===== src/rtl/scroll_ctrl.sv =====
// scroll_ctrl: sequencer for the six-digit scrolling "GO BUFFS" message.
// Produces the six 4-bit character codes consumed by external per-digit
// seven-segment character decoders (HEX5..HEX0).
//
// Parameters:
//   MSG_LEN    - number of character codes in the message (6..16)
//   DIV_BASE   - clock cycles per scroll step at speed=0
//   CNT_W      - prescaler width, 2**CNT_W > DIV_BASE
//   HOLD_TICKS - extra ticks to dwell when the offset returns to 0 (0 = off)
//
// Ports:
//   clk    in   system clock, all logic on posedge
//   reset  in   synchronous active-high reset
//   run    in   level: 1 = scroll, 0 = stop
//   dir    in   0 = offset increments, 1 = offset decrements
//   speed  in   [1:0] tick period = DIV_BASE >> speed cycles
//   step   in   rising edge advances one position while stopped
//   a..f   out  [3:0] char codes for HEX5..HEX0 = (offset+5..0) mod MSG_LEN
//   tick   out  one-cycle pulse on prescaler expiry (RUN/HOLD only)
//   state  out  [1:0] 0 = STOP, 1 = RUN, 2 = HOLD
module scroll_ctrl #(
  parameter int MSG_LEN    = 10,
  parameter int DIV_BASE   = 50000000,
  parameter int CNT_W      = 26,
  parameter int HOLD_TICKS = 2
) (
  input  logic       clk,
  input  logic       reset,
  input  logic       run,
  input  logic       dir,
  input  logic [1:0] speed,
  input  logic       step,
  output logic [3:0] a,
  output logic [3:0] b,
  output logic [3:0] c,
  output logic [3:0] d,
  output logic [3:0] e,
  output logic [3:0] f,
  output logic       tick,
  output logic [1:0] state
);

  typedef enum logic [1:0] {
    ST_STOP = 2'd0,
    ST_RUN  = 2'd1,
    ST_HOLD = 2'd2
  } state_t;

  localparam logic [3:0] LAST    = 4'(MSG_LEN - 1);
  localparam bit         HOLD_EN = (HOLD_TICKS > 0);
  localparam int         DW_W    = (HOLD_TICKS < 2) ? 1 : $clog2(HOLD_TICKS);

  state_t             st_q, st_n;
  logic [CNT_W-1:0]   cnt_q, cnt_n;
  logic [DW_W-1:0]    dwell_q, dwell_n;
  logic [3:0]         off_q, off_n;
  logic               tick_q, tick_n;
  logic               step_q;

  logic [31:0]        limit;
  logic [31:0]        limit_m1;
  logic               expire;
  logic               step_edge;
  logic               last_dwell;
  logic [3:0]         adv_off;

  // Wrapping add of a small constant to an in-range offset; the result is
  // always < MSG_LEN because both operands are below MSG_LEN.
  function automatic logic [3:0] wrap_add(input logic [3:0] v, input logic [3:0] k);
    logic [4:0] s;
    s = {1'b0, v} + {1'b0, k};
    if (s >= 5'(MSG_LEN)) s = s - 5'(MSG_LEN);
    return s[3:0];
  endfunction

  // Next offset for one advance; dir is sampled at the advance edge.
  function automatic logic [3:0] advance(input logic [3:0] v, input logic down);
    if (down) return (v == 4'd0) ? LAST : v - 4'd1;
    else      return (v == LAST) ? 4'd0 : v + 4'd1;
  endfunction

  // Comparing with >= (not ==) lets a mid-count speed increase fire at once.
  assign limit      = 32'(DIV_BASE) >> speed;
  assign limit_m1   = (limit == 32'd0) ? 32'd0 : limit - 32'd1;
  assign expire     = (32'(cnt_q) >= limit_m1);
  assign step_edge  = step & ~step_q;
  assign last_dwell = ((32'(dwell_q) + 32'd1) >= 32'(HOLD_TICKS));
  assign adv_off    = advance(off_q, dir);

  always_comb begin
    st_n    = st_q;
    cnt_n   = cnt_q;
    dwell_n = dwell_q;
    off_n   = off_q;
    tick_n  = 1'b0;
    unique case (st_q)
      ST_STOP: begin
        cnt_n = '0;
        if (run) begin
          st_n = ST_RUN;
        end else if (step_edge) begin
          off_n = adv_off;
        end
      end
      ST_RUN: begin
        // Stopping wins over a coincident expiry: no advance, no tick.
        if (!run) begin
          st_n  = ST_STOP;
          cnt_n = '0;
        end else if (expire) begin
          cnt_n  = '0;
          tick_n = 1'b1;
          off_n  = adv_off;
          if (HOLD_EN && adv_off == 4'd0) begin
            st_n    = ST_HOLD;
            dwell_n = '0;
          end
        end else begin
          cnt_n = cnt_q + CNT_W'(1);
        end
      end
      ST_HOLD: begin
        if (!run) begin
          st_n  = ST_STOP;
          cnt_n = '0;
        end else if (expire) begin
          cnt_n  = '0;
          tick_n = 1'b1;
          if (last_dwell) begin
            st_n    = ST_RUN;
            dwell_n = '0;
          end else begin
            dwell_n = dwell_q + DW_W'(1);
          end
        end else begin
          cnt_n = cnt_q + CNT_W'(1);
        end
      end
      default: begin
        st_n  = ST_STOP;
        cnt_n = '0;
      end
    endcase
  end

  always_ff @(posedge clk) begin
    if (reset) begin
      st_q    <= ST_STOP;
      cnt_q   <= '0;
      dwell_q <= '0;
      off_q   <= 4'd0;
      tick_q  <= 1'b0;
      step_q  <= 1'b0;
      a       <= 4'd5;
      b       <= 4'd4;
      c       <= 4'd3;
      d       <= 4'd2;
      e       <= 4'd1;
    end else begin
      st_q    <= st_n;
      cnt_q   <= cnt_n;
      dwell_q <= dwell_n;
      off_q   <= off_n;
      tick_q  <= tick_n;
      step_q  <= step;
      // Digit codes are registered from the next offset so they change on
      // the same edge as the offset itself.
      a       <= wrap_add(off_n, 4'd5);
      b       <= wrap_add(off_n, 4'd4);
      c       <= wrap_add(off_n, 4'd3);
      d       <= wrap_add(off_n, 4'd2);
      e       <= wrap_add(off_n, 4'd1);
    end
  end

  assign f     = off_q;
  assign tick  = tick_q;
  assign state = st_q;

endmodule


===== config.mk =====
export PLATFORM = sky130hd
export DESIGN_NAME = scroll_ctrl
export DESIGN_NICKNAME = d
export VERILOG_FILES = /design/src/rtl/scroll_ctrl.sv
export SDC_FILE = /design/constraint.sdc
export NUM_CORES = 1
export LEC_CHECK = 0
export CAP_MARGIN = 15
export CORE_MARGIN = 4
export CORE_UTILIZATION = 40
export DETAILED_ROUTE_END_ITERATION = 16
export HOLD_SLACK_MARGIN = 0.02
export MAX_ROUTING_LAYER = met4
export SKIP_CTS_REPAIR_TIMING = 1
export SLEW_MARGIN = 15
export SYNTH_ARGS = -nofsm -noshare
export SYNTH_HDL_FRONTEND = slang
export SYNTH_SLANG_ARGS = --single-unit

===== constraint.sdc =====
create_clock -name clk -period 7.5 [get_ports clk]
set_input_delay 1.875 -clock clk [delete_from_list [all_inputs] [get_ports clk]]
set_output_delay 1.875 -clock clk [all_outputs]
set_load 0.03 [all_outputs]

==> summary.txt <==
Run status
  • Outcome: finished clean

Yosys
  • Synthesized area: 3759 um^2
  • Post-Synthesis Cells: 450
  • Syn Area/Cell: 8.352 um^2
  • Net count after synthesis: 502
  • Yosys reg bits: 51
  • Number of synthesized flops with an enable pin: 0
  • Ys async rst share: 0%
  • Synth Flop Type: dfxtp_1
  • Register area share after synthesis: 27.16%
  • Yosys cell types: 77
  • Yosys Warn Count: 0

Finish
  • Layout cells sized above 1: 9.053%
  • # nets final: 526
  • Layout fillers: 935
  • Multi-input gate area: 2521 um^2
  • Commonest non-fill, non-tap cells in the layout: 55 x nor2_1, 51 x dfxtp_1, 44 x ha_1, 33 x nand2_1, 33 x clkdlybuf4s50_1
  • Layout Utilization: 46.14%
  • Register area: 1021 um^2
  • Commonest non-fill, non-tap cell in the layout: nor2_1
  • Area grow syn2layout: 12.88%
  • Diodes inserted: 0

Detailed routing
  • Final antenna-violating net count: 0
  • Total number of vias: 3219
  • DR pass1 iterations: 4
  • Final WL: 8259 um
  • DRC viols: 0
  • Routed len/inst: 14.09 um
  • Iter 0 DRT Violations: 129
  • Post-DR vias/cell: 5.493

Timing
  • Final hold viol count: 0
  • Period utilisation layout: 82.12%
  • Slew @ Worst Pin: 0.8900 ns
  • Slew Limit Fails: 0
  • TNS Setup: 0 ns
  • RSZ-0062 raised after global routing: false
  • Rel. slew slack: 40.67%
  • Min Hold Slack: 0.4532 ns
  • Final Setup Violations: 0
  • Minimum clock period: 6.159 ns
  • Final WS setup: 1.341 ns
  • Clk_skew: 0.01027 ns
  • Fmax: 162.4 MHz

Pwr
  • Power share of the clock group: 12.2%
  • Sequential share of power: 25.4%
  • Int Pwr: 720.5 uW
  • VDD IR max: 0.0001990 V
  • NetSw: 633.9 uW
  • Power Dens Cells: 319.2 nW/um^2
  • Sw Share: 46.80%
  • Leak: 0.001657 uW
  • Combinational power share: 62.4%

Clock tree
  • Htree depth: 2
  • Clock Path Buffers: 2
  • Worst skew pair latency: 0.31 ns
  • Clock transition at the registers of the reported paths: 0.10 ns
  • # clock sinks: 51
  • Clock Root Buffer: clkbuf_8
  • CTS tree: built
  • Clock buffer count from CTS: 5

Worst setup path
  • R2R Setup Slk: 3.54 ns
  • CP endpoint: c[1]
  • Critical Path RT: 7.70 ns
  • Cell Chain, Critical Path: clkdlybuf4s50_1 -> nor2_1 -> inv_1 -> ha_1 -> ha_1 -> nand4_1 -> o221ai_2 -> a211oi_4 -> o211ai_4 -> a21oi_1 -> a221oi_2 -> buf_4 -> inv_2 -> ha_1 -> inv_1 -> ha_1 -> o31ai_1 -> a41o_1 -> or3_1 -> o311ai_1 -> a211oi_1
  • Startpoint types: input port
  • Crit Path Class: in -> reg
  • Arr. time, crit path: 6.36 ns
  • Slowest cell delay on critical path: 0.51 ns
  • Reg2Reg Depth: 17
  • Crit path top cell by count: ha_1
  • Slowest library cell on the worst path: clkdlybuf4s50_1
  • Critical path endpoint category: flop
  • FF-to-FF Start: cnt_q[14]
  • RR Endpoint: c[1]
  • Crit-path max FO: 11
  • Crit. Startpoint: speed[0]

Die
  • Die Span Y: 104.9 um
  • Die Area: 11010 um^2
  • FP Rows: 35
  • I/O Pins: 34
  • Initial Util: 40.87%
  • Die Wd: 104.9 um
  • Core area: 9196 um^2

GRT
  • Vias in the first global route: 2941
  • GRT Util Overall: 15.70%
  • Initial antenna violation count: 0
  • Global route overflow: 0
  • First-pass GRT wire length: 14260 um
  • Largest net degree at the start of global routing: 28

Placement
  • Pre-CTS WS: 1.034 ns
  • RePlAce Congestion: 0.8690
  • Post-DP HPWL: 6345 um
  • Port Buffers: 33

Run
  • Max Cap Viol: 0

Worst hold path
  • Min-delay worst type: reg -> reg
-- cell families after synthesis --
kind of cell	count (synthesis)	share of synthesized area, %
other cells	2	0.1998
buf+inv	51	5.759
simple gates	179	25.37
flops	51	27.16
mux	8	2.197
xor+xnor	25	5.826
fa+ha+maj	45	15.18
compound gates	89	18.31
-- metrics by stage --
stage / total power (uW) / area [um^2] / instances
3_3_place_gp: 1184 / 4155 / 578
4_1_cts: 1365 / 4243 / 586
5_1_grt: 1471 / 4243 / 586
2_1_floorplan: 980.0 / 3759 / 450
3_5_place_dp: 1190 / 4155 / 578
6_report: 1354 / 4243 / 586
-- worst max-delay path: cells and delay by family --
kind,cells,cell delay (ns)
AND/OR/NAND/NOR,3,0.73
adder cells (fa/ha/maj),4,1.15
AO/OA/AOI/OAI,9,1.60
buffers and inverters,5,0.98
-- Yosys cell counts, drive strengths merged (3+ instances only) --
cell type | instances | share of area [%]
ha | 44 | 15
clkbuf | 10 | 1.0
a221oi | 4 | 1.4
nand3 | 22 | 3.5
and2 | 5 | 0.83
nand2b | 6 | 1.0
nand2 | 33 | 3.3
o22ai | 3 | 0.50
nor3 | 9 | 1.2
buf | 8 | 1.3
mux2i | 6 | 1.6
and3 | 4 | 0.70
nor3b | 5 | 1.0
xnor2 | 15 | 3.5
or3 | 10 | 1.8
a211oi | 5 | 1.5
dfxtp | 51 | 27
inv | 33 | 3.4
o21ai | 21 | 2.8
nor2 | 58 | 6.4
nor2b | 6 | 1.0
xor2 | 10 | 2.3
nand4 | 12 | 2.4
a21boi | 3 | 0.60
a21oi | 23 | 3.4
-- how the worst min path moves through the flow --
stage	startpoint	end	slack, ns	cells past startpoint
floorplan	cnt_q[0]	cnt_q[0]	0.41	1
global placement	cnt_q[0]	cnt_q[0]	0.43	1
detailed placement	cnt_q[0]	cnt_q[0]	0.44	1
CTS	cnt_q[0]	cnt_q[0]	0.46	1
global route	cnt_q[0]	cnt_q[0]	0.51	1
finish	cnt_q[0]	cnt_q[0]	0.45	1
-- routing by layer --
metal / vias up / GRT usage, % / wire length [um]
li1: 1630 / - / -
met1: 1508 / 22.60 / 4267
met2: 73 / 23.01 / 3563
met3: 8 / 2.100 / 325
met4: 0 / 4.311 / 103
met5: - / - / 0
-- area by class of cell --
| cell class | instances | share of cell area, % |
|---|---|---|
| sequential | 51 | 24.06 |
| timing repair buffer | 35 | 8.139 |
| clock inverter | 3 | 0.4423 |
| multi-input combinational | 348 | 59.42 |
| tap | 111 | 3.273 |
| clock buffer | 5 | 1.622 |
| inverter | 33 | 3.037 |
-- registers in the layout (all words and copies together), names as in the netlist --
register,cells
e,3
c,3
tick,1
b,4
f,3
d,3
step_q,1
a,4
state,2
dwell_q,1
cnt_q,26
-- power groups by stage --
| stage | Sequential, uW | Clock (uW) | Combinational [uW] |
|---|---|---|---|
| 4_1_cts | 345 | 173 | 848 |
| 6_report | 344 | 165 | 845 |
| 5_1_grt | 351 | 185 | 935 |
| 3_3_place_gp | 349 | 0 | 835 |
| 2_1_floorplan | 415 | 0 | 565 |
| 3_5_place_dp | 350 | 0 | 840 |
No activity file was read; power rests on OpenSTA's default activity.
